**config.mk**
```make
export PLATFORM = sky130hd
export DESIGN_NAME = iigs_slot_bus
export DESIGN_NICKNAME = d
export VERILOG_FILES = /design/src/rtl/iigs_slot_pkg.sv /design/src/rtl/iigs_slot_addr_decode.sv /design/src/rtl/iigs_slot_bus.sv
export SDC_FILE = /design/constraint.sdc
export NUM_CORES = 1
export LEC_CHECK = 0
export BUFFER_PORTS_ARGS = -buffer_cell sky130_fd_sc_hd__buf_2
export CORE_ASPECT_RATIO = 0.5
export CORE_MARGIN = 3
export CORE_UTILIZATION = 39
export DETAILED_ROUTE_END_ITERATION = 8
export PLACE_DENSITY = 0.76
export SETUP_SLACK_MARGIN = 0.1
export SLEW_MARGIN = 30
export SYNTH_ARGS = -nofsm -noshare
export SYNTH_HDL_FRONTEND = slang
export SYNTH_SLANG_ARGS = --single-unit
```
**constraint.sdc**
```tcl
create_clock -name CLK_14M -period 1.8 [get_ports CLK_14M]
set_clock_uncertainty 0.05 [all_clocks]
set_input_delay 0 -clock CLK_14M [delete_from_list [all_inputs] [get_ports CLK_14M]]
set_output_delay 0 -clock CLK_14M [all_outputs]
set_load 0.03 [all_outputs]
```
**src/rtl/iigs_slot_pkg.sv**
```systemverilog
// Shared definitions for the IIgs peripheral slot decoder: address map,
// qualifying banks and the access-kind encoding.
package iigs_slot_pkg;

  localparam logic [15:0] ADDR_C080 = 16'hC080;
  localparam logic [15:0] ADDR_C0FF = 16'hC0FF;
  localparam logic [15:0] ADDR_C100 = 16'hC100;
  localparam logic [15:0] ADDR_C7FF = 16'hC7FF;
  localparam logic [15:0] ADDR_C800 = 16'hC800;
  localparam logic [15:0] ADDR_CFFF = 16'hCFFF;

  // Banks 00/01 and their E0/E1 shadows are the only ones that see the slot I/O space.
  localparam int NUM_QUAL_BANKS = 4;
  localparam logic [8*NUM_QUAL_BANKS-1:0] QUAL_BANKS = {8'hE1, 8'hE0, 8'h01, 8'h00};

  typedef enum logic [1:0] {
    KIND_NONE  = 2'd0,
    KIND_DEV   = 2'd1,
    KIND_IOSEL = 2'd2,
    KIND_STRB  = 2'd3
  } kind_e;

  function automatic logic bank_qualifies(input logic [7:0] bank);
    logic hit;
    hit = 1'b0;
    for (int i = 0; i < NUM_QUAL_BANKS; i++) begin
      if (bank == QUAL_BANKS[8*i +: 8]) hit = 1'b1;
    end
    return hit;
  endfunction

endpackage

```
**src/rtl/iigs_slot_addr_decode.sv**
```systemverilog
// Combinational slot decoder: classifies a bus address into an access kind,
// the target slot, and whether that slot is an enabled external card.
module iigs_slot_addr_decode
  import iigs_slot_pkg::*;
#(
  parameter int unsigned NUM_SLOTS = 7
) (
  input  logic [7:0]  bank,
  input  logic [15:0] addr,
  input  logic [7:0]  sltromsel,
  input  logic        inhibit_cxxx,
  input  logic [2:0]  exp_owner,
  output kind_e       kind,
  output logic [2:0]  slot,
  output logic        gated,
  output logic        owner_clr
);

  always_comb begin
    kind = KIND_NONE;
    slot = 3'd0;
    if (bank_qualifies(bank)) begin
      if (addr >= ADDR_C080 && addr <= ADDR_C0FF) begin
        kind = KIND_DEV;
        slot = addr[6:4];
      end else if (addr >= ADDR_C100 && addr <= ADDR_C7FF) begin
        kind = KIND_IOSEL;
        slot = addr[10:8];
      end else if (addr >= ADDR_C800 && addr <= ADDR_CFFF) begin
        kind = KIND_STRB;
        slot = exp_owner;
      end
    end

    // $CFFF releases the window even when the owner's strobe is suppressed.
    owner_clr = (kind == KIND_STRB) && (addr == ADDR_CFFF) && !inhibit_cxxx;

    gated = (kind != KIND_NONE) && (slot != 3'd0) && (32'(slot) <= NUM_SLOTS) &&
            sltromsel[slot] && ((kind == KIND_DEV) || !inhibit_cxxx);
  end

endmodule

```
**src/rtl/iigs_slot_bus.sv**
```systemverilog
// Apple IIe-style slot bus for the IIgs core: per-slot select pulses one cycle
// after a bus access, $C800 window ownership, and a two-cycle read-return path.
module iigs_slot_bus
  import iigs_slot_pkg::*;
#(
  parameter int unsigned NUM_SLOTS  = 7,
  parameter bit          EXP_ROM_EN = 1'b1,
  parameter int unsigned SW         = NUM_SLOTS + 1
) (
  input  logic            CLK_14M,
  input  logic            reset,
  input  logic            bus_en,
  input  logic [7:0]      bank,
  input  logic [15:0]     addr,
  input  logic            we,
  input  logic [7:0]      sltromsel,
  input  logic            inhibit_cxxx,
  input  logic [SW-1:0]   card_present,
  input  logic [8*SW-1:0] card_dout,
  output logic [SW-1:0]   device_select,
  output logic [SW-1:0]   io_select,
  output logic [SW-1:0]   io_strobe,
  output logic [2:0]      exp_owner,
  output logic            slot_hit,
  output logic [7:0]      slot_dout,
  output logic            rd_valid
);

  kind_e       dec_kind;
  logic [2:0]  dec_slot;
  logic        dec_gated, dec_owner_clr;
  logic [7:0]  slot_oh;

  logic [SW-1:0] dev_sel_d, dev_sel_q, io_sel_d, io_sel_q, io_strb_d, io_strb_q;
  logic [2:0]    exp_owner_d, exp_owner_q;
  logic          vld_p0_d, vld_p0_q, rd_p0_d, rd_p0_q;
  logic [2:0]    slot_p0_d, slot_p0_q;
  logic          vld_p1_d, vld_p1_q, slot_hit_d, slot_hit_q;
  logic [7:0]    slot_dout_d, slot_dout_q, lane_sel;
  logic          present_sel;

  iigs_slot_addr_decode #(.NUM_SLOTS(NUM_SLOTS)) u_decode (
    .bank         (bank),
    .addr         (addr),
    .sltromsel    (sltromsel),
    .inhibit_cxxx (inhibit_cxxx),
    .exp_owner    (exp_owner_q),
    .kind         (dec_kind),
    .slot         (dec_slot),
    .gated        (dec_gated),
    .owner_clr    (dec_owner_clr)
  );

  assign slot_oh = 8'd1 << dec_slot;

  // Stage T -> p0: select pulses, owner latch, read candidate
  always_comb begin
    dev_sel_d   = '0;
    io_sel_d    = '0;
    io_strb_d   = '0;
    exp_owner_d = exp_owner_q;
    vld_p0_d    = bus_en;
    rd_p0_d     = bus_en && dec_gated && !we;
    slot_p0_d   = dec_slot;
    if (bus_en && dec_gated) begin
      unique case (dec_kind)
        KIND_DEV:   dev_sel_d = slot_oh[SW-1:0];
        KIND_IOSEL: io_sel_d  = slot_oh[SW-1:0];
        KIND_STRB:  io_strb_d = slot_oh[SW-1:0];
        default:    ;
      endcase
    end
    if (!EXP_ROM_EN) begin
      exp_owner_d = 3'd0;
    end else if (bus_en) begin
      if (dec_gated && dec_kind == KIND_IOSEL) exp_owner_d = dec_slot;
      else if (dec_owner_clr)                  exp_owner_d = 3'd0;
    end
  end

  // Stage p0 -> p1: capture the addressed card's lane while it drives the bus
  always_comb begin
    lane_sel    = '0;
    present_sel = 1'b0;
    for (int unsigned i = 0; i < SW; i++) begin
      if (32'(slot_p0_q) == i) begin
        lane_sel    = card_dout[8*i +: 8];
        present_sel = card_present[i];
      end
    end
    vld_p1_d    = vld_p0_q;
    slot_hit_d  = slot_hit_q;
    slot_dout_d = slot_dout_q;
    if (vld_p0_q) begin
      slot_hit_d  = rd_p0_q && present_sel;
      slot_dout_d = (rd_p0_q && present_sel) ? lane_sel : 8'h00;
    end
  end

  always_ff @(posedge CLK_14M or posedge reset) begin
    if (reset) begin
      dev_sel_q   <= '0;
      io_sel_q    <= '0;
      io_strb_q   <= '0;
      exp_owner_q <= 3'd0;
      vld_p0_q    <= 1'b0;
      rd_p0_q     <= 1'b0;
      vld_p1_q    <= 1'b0;
      slot_hit_q  <= 1'b0;
      slot_dout_q <= 8'h00;
    end else begin
      dev_sel_q   <= dev_sel_d;
      io_sel_q    <= io_sel_d;
      io_strb_q   <= io_strb_d;
      exp_owner_q <= exp_owner_d;
      vld_p0_q    <= vld_p0_d;
      rd_p0_q     <= rd_p0_d;
      vld_p1_q    <= vld_p1_d;
      slot_hit_q  <= slot_hit_d;
      slot_dout_q <= slot_dout_d;
    end
  end

  always_ff @(posedge CLK_14M) begin
    slot_p0_q <= slot_p0_d;
  end

  assign device_select = dev_sel_q;
  assign io_select     = io_sel_q;
  assign io_strobe     = io_strb_q;
  assign exp_owner     = exp_owner_q;
  assign slot_hit      = slot_hit_q;
  assign slot_dout     = slot_dout_q;
  assign rd_valid      = vld_p1_q;

endmodule

```
Yosys cells after proc, flatten, opt, wreduce, memory -nomap -nowiden. Index checks and enable logic that the tools add are counted.

Register bits: 42. Input port bits: 109. Output and inout bits: 37. Word-level logic and storage cells: 92.

Order comparisons: 7. Eq/ne operators: 14. Shifts and indexed selects: 1. Mux-type cells: 39. Reduce and logical (&&, ||, !) cells: 21.

Operator list (count): 8-bit two-way mux (15); 16-bit greater-or-equal comparator (second input constant) (3); 16-bit <= comparator (second input constant) (3); 3-bit two-way mux (6); 16-bit == test (second input constant) (1); 8-bit == test (second input constant) (2); 1-bit two-way mux (13); 3-bit == test (second input constant) (4); 1-bit logical AND (12); 8-bit by 1-bit == test with 1-bit output (second input constant) (1); 8-bit zero test (1); 2-bit two-way mux (4); 1-bit by 3-bit << shifter with 8-bit output (first input constant) (1); 3-bit by 2-bit == test with 1-bit output (second input constant) (2); 2-bit == test (second input constant) (2); 3-bit by 4-bit less-than comparator with 1-bit output (second input constant) (1); 2-bit nonzero test (2); 1-bit binary-select mux with 3-bit select (1); 3-bit by 1-bit == test with 1-bit output (second input constant) (1); 3-bit zero test (1); 3-bit nonzero test (1); 2-bit by 1-bit == test with 1-bit output (second input constant) (1); 1-bit zero test (2); 2-bit AND reduction (1); 1-bit logical OR (1).

Longest topological paths before layout.
Depth in word-level cells: 13. Depth in mapped cells: 8. Depth with buffers taken out: 7.

Hierarchy. From an unflattened synthesis, not the netlist that was laid out.

Cells, all modules: 217. Area, all modules: 2319.7 sq um.

By module, submodules not included: iigs_slot_bus (times used 1, cells each 170, area each 1980.6 sq um, seq. area each 1036.0 sq um); iigs_slot_addr_decode (times used 1, cells each 47, area each 339.1 sq um, seq. area each 0.0 sq um).

Least setup slack after synthesis. OpenSTA, ideal clock, no wires.

Path type: register to register. From: register exp_owner_q[2], in the netlist exp_owner[2]. To: register dev_sel_q[5], in the netlist device_select[5]. Setup time: 0.096 ns. Arrival: 1.977 ns. Data required time: 1.654 ns. Setup slack: -0.323 ns. Cell stages (with the launch flop): 8. Path buffers: 0. Period minus slack after synthesis: 2.123 ns. Cells stage by stage: dfrtp_1 > mux2_4 > a31o_1 > nand2_4 > clkinv_4 > a221oi_4 > o2111ai_4 > nor4_2.

Longest elaborated chain between the ends: 10. Elaborated cells on any way between the ends: 14. Classes of those cells: shift (1); mux (8); reduce/logical (5).

Ends and longest elaborated chain: start: declaration (RTL line iigs_slot_bus.sv:35) `logic [2:0] exp_owner_d, exp_owner_q;`; start signal: assignment (RTL line iigs_slot_bus.sv:115) `exp_owner_q <= exp_owner_d;`; 3-bit two-way mux * (RTL line iigs_slot_addr_decode.sv:29) `end else if (addr >= ADDR_C800 && addr <= ADDR_CFFF) begin`; 3-bit two-way mux * (RTL line iigs_slot_addr_decode.sv:26) `end else if (addr >= ADDR_C100 && addr <= ADDR_C7FF) begin`; 3-bit two-way mux * (RTL line iigs_slot_addr_decode.sv:23) `if (addr >= ADDR_C080 && addr <= ADDR_C0FF) begin`; 3-bit two-way mux * (RTL line iigs_slot_addr_decode.sv:22) `if (bank_qualifies(bank)) begin`; named net dec_slot[2] (RTL line iigs_slot_bus.sv:30) `logic [2:0] dec_slot;`; 1-bit binary-select mux with 3-bit select or 3-bit nonzero test (tied branches) (RTL line iigs_slot_addr_decode.sv:39, iigs_slot_addr_decode.sv:38); 1-bit two-way mux (implied by the code) or 1-bit logical AND (tied branches) (RTL line iigs_slot_addr_decode.sv:39, iigs_slot_addr_decode.sv:38); 1-bit logical AND (RTL line iigs_slot_addr_decode.sv:38) `gated = (kind != KIND_NONE) && (slot != 3'd0) && (32'(slot) <= NUM_SLOTS) &&`; 1-bit logical AND (RTL line iigs_slot_addr_decode.sv:39) `sltromsel[slot] && ((kind == KIND_DEV) || !inhibit_cxxx);`; 1-bit logical AND (RTL line iigs_slot_bus.sv:65) `if (bus_en && dec_gated) begin`; 8-bit two-way mux * (RTL line iigs_slot_bus.sv:65); named net dev_sel_d[5] (RTL line iigs_slot_bus.sv:34) `logic [SW-1:0] dev_sel_d, dev_sel_q, io_sel_d, io_sel_q, io_strb_d, io_strb_q;`; end signal: assignment (RTL line iigs_slot_bus.sv:112) `dev_sel_q <= dev_sel_d;`; end: declaration (RTL line iigs_slot_bus.sv:34).

The timed path passes the listed nets; every way through them passes the cells marked *. The select of a mux whose other input is x is not followed. A chain may end at the register's enable or synchronous reset.

Final worst setup path.
From: register exp_owner_q[1], in the netlist exp_owner[1]. To: register io_sel_q[1], in the netlist io_select[1].

Longest elaborated chain between the ends: 10. Elaborated cells on any way between the ends: 14. Classes of those cells: shift (1); mux (8); reduce/logical (5).

Ends and longest elaborated chain: 3-bit two-way mux * (RTL line iigs_slot_addr_decode.sv:29); 3-bit two-way mux * (RTL line iigs_slot_addr_decode.sv:26); 3-bit two-way mux * (RTL line iigs_slot_addr_decode.sv:23); 3-bit two-way mux * (RTL line iigs_slot_addr_decode.sv:22); 1-bit binary-select mux with 3-bit select or 3-bit nonzero test (tied branches) (RTL line iigs_slot_addr_decode.sv:39, iigs_slot_addr_decode.sv:38); 1-bit two-way mux (implied by the code) or 1-bit logical AND (tied branches) (RTL line iigs_slot_addr_decode.sv:39, iigs_slot_addr_decode.sv:38); 1-bit logical AND (RTL line iigs_slot_addr_decode.sv:38); 1-bit logical AND (RTL line iigs_slot_addr_decode.sv:39); 1-bit logical AND (RTL line iigs_slot_bus.sv:65); 8-bit two-way mux * (RTL line iigs_slot_bus.sv:65); named net io_sel_d[1] (RTL line iigs_slot_bus.sv:34); end signal: assignment (RTL line iigs_slot_bus.sv:113) `io_sel_q <= io_sel_d;`; end: declaration (RTL line iigs_slot_bus.sv:34).

Marks and branches as above.

==> results.md <==
* Ys async rst share at just over 90%
* Final Cell Area at 0.00395 mm^2
* Die height at about 62 um
* Die Wd at about 120 um
* Pins over their slew limit at 0
* Post-route ant nets at 0
* Post-Syn Instances at roughly 210
* Failing checks: negative setup slack
* Largest net degree at the start of global routing at 29
* HP Class: primary input to register
* Die ar. at ~0.0073 mm^2
* Leading cell type in the layout, fill and taps excluded: buf_2
* Via count at between 2000 and 2500
* Gate power share at between 10 and 15%
* Vias in the first global route at around 2500
* DP HPWL at approximately 6100 um
* GRT Total Usage at about a fifth
* Row cnt at 19
* IO Pins at about 150
* Yosys top cell by area: dfrtp_1
* Fin nets at ~500
* Antenna diodes at 0
* CP required at 1920 ps
* GPL Wtd Cong at slightly below 0.9
* Endpoint class of the critical path: register
* Sw Ratio at 20.9%
* # port buffers at around 140
* CP Cell Sequence: mux2_4 > a31o_4 > nand2_4 > inv_4 > a221oi_4 > buf_6 > o21ai_4 > buf_12 > nor4_4
* Register share of total power at 42.6%
* DRT Pass-1 Iters at 4
* Final period utilization at 115%
* Tmin final at about 2100 ps
* Most frequent cells in the layout: 143 x buf_2, 37 x dfrtp_1, 33 x buf_4
* #FFs+latches synth at 42
* Root buffer cell: clkbuf_16
* Final setup fails at 25
* Congestion Overflow GR at 0
* Placement Cell Area at 0.00361 mm^2
* Critical path arrival at approximately 2200 ps
* PD cells at about 570 mW/mm^2
* Ys Warns at 0
* Synth top area share at 40.0%
* Post-place setup slack at -222 ps
* Clk pin slew, worst setup/hold paths at approximately 60 ps
* Worst Setup Start Kind: register
* Setup CP Type: register to register
* Share of layout cells above drive strength 1 at a little over 60%
* Ranking of synthesized cells by area: dfrtp_1 40%, mux4_2 11%, nor4_2 4.6%
* P_int at approximately 1800 uW
* CP Launch Point: exp_owner[1]
* Max Fclk at approximately 480 MHz
* Layout area overhead at 61.7%
* VDD IR max at between 400 and 500 uV
* RSZ-0062 raised after global routing: yes
* Max incr delay on CP at between 400 and 500 ps
* CTS buffer count at 5
* Register area share after synthesis at 42.4%
* Detailed-route vias per instance at ~5.0
* Synth Area per Inst at 11.7 um^2
* Wire per inst at approximately 16 um
* Hold_sp: card_dout[60]
* Post-Syn Area at 0.00244 mm^2
* LEAKAGE at approximately 0.0019 uW
* Post-synth cell types at 52
* Status: complete, but fails checks
* CP Max Fanout at 5
* Clock Path Buffers at 2
* Residual DRC at 0
* Initial antenna violation count at 0
* Initial Utilization at between 40% and 50%
* Htree depth at 2
* First-pass GRT wire length at approximately 12000 um
* Core ar. at approximately 0.0058 mm^2
* Initial drt markers at 100
* Seq. cell area at ~0.0010 mm^2
* Worst r2r src: exp_owner[1]
* Fillers at 447
* Final setup margin at -269 ps
* CTS sink cnt at 42
* P_sw at ~470 uW
* Worst path slowest cell: dfrtp_2
* Max cap viols at 0
* Final wirelength at about 8000 um
* Area of the multi-input gates at 0.00144 mm^2
* Hold Fails Final Rpt at 0
* Post-synth EDFFs at 0
* Primary flip-flop cell chosen by synthesis mapping: dfrtp_1
* CTS tree: yes
* Clock power frac at 43.7%
* Worst-Skew Late Latency at around 280 ps
[per-layer routing]
metal / GRT usage [%] / wire length [um] / vias to the layer above / share of wire (%)
met3: 4.79 / 455 / 10 / 5.8
met5: 0 / 0 / - / 0
met4: 5.17 / 99 / 0 / 1.3
met2: 42.1 / 4280 / 100 / 54
li1: - / - / 1157 / -
met1: 23.4 / 3030 / 1155 / 38
[area by class of cell]
| class | count | share of cell area (%) |
|---|---|---|
| inverter | 16 | 1.90 |
| sequential | 42 | 26.3 |
| clock buffer | 7 | 3.36 |
| timing repair buffer | 187 | 28.6 |
| multi-input combinational | 143 | 36.4 |
| clock inverter | 1 | 0.761 |
| tap | 84 | 2.66 |
[registers in the layout (all words and copies together), names as in the netlist, 3 cells and up]
signal,flops
slot_p0_q,3
io_strobe,8
exp_owner,3
io_select,8
slot_dout,8
device_select,8
[per-stage QoR]
step	TNS [ps]	power [uW]	hold slack, ps	std cells	utilization, %
floorplan	-3940	1080	-18.6	211	-
finish	-3510	2240	10.5	480	68.6
global route	-5350	2330	55.0	480	68.6
global placement	-3430	1240	-17.4	463	62.8
CTS	-3490	2250	8.89	478	67.9
detailed placement	-4330	1260	-12.1	463	62.8
[cell families after synthesis]
family / after synthesis / share of synthesized area (%)
compound gates: 46 / 17.0
buf+inv: 26 / 4.61
flops: 42 / 42.4
mux: 26 / 17.3
other cells: 1 / 0.154
simple gates: 68 / 18.5
[power groups by stage]
stage	logic [uW]	clock network (uW)	registers, uW
after detailed placement	286	0	971
after floorplan	105	0	978
after global placement	274	0	971
final	309	979	955
after CTS	301	997	954
after global routing	335	1040	955
[Yosys cell counts, drive strengths merged (6+ instances only)]
cell,n
mux4,12
nand3,6
o22ai,8
nor4,11
mux2i,11
dfrtp,39
o21ai,9
clkbuf,6
nor2,20
inv,15
nand2,12
[critical path: cells and delay by family (launching register included)]
kind / cells / cell delay [ps]
flip-flops: 1 / 410
multiplexers: 1 / 270
AO/OA/AOI/OAI: 3 / 570
AND/OR/NAND/NOR: 2 / 270
buffers and inverters: 3 / 390
[final timing paths]
kind	endpoint	slack [ps]	cells past startpoint
max in group asynchronous	exp_owner[1]	920	4
worst min register to register	slot_hit	480	2
worst max-delay path	io_select[1]	-270	9
worst min-delay path	slot_dout[4]	10	3
worst max register to register	io_select[1]	-270	9
min in group asynchronous	slot_dout[4]	250	3
[repair_timing]
action / 4_1_cts / 5_1_grt
pin swaps: 7 / 4
gates resized for setup: 14 / 6
cloned: 0 / 0
hold buffers: 3 / 0
hold endpoints to repair: 13 / 0
setup endpoints to repair: 34 / 34
setup buffers: 4 / 2
Note: power is estimated with default switching activity, not from simulation.
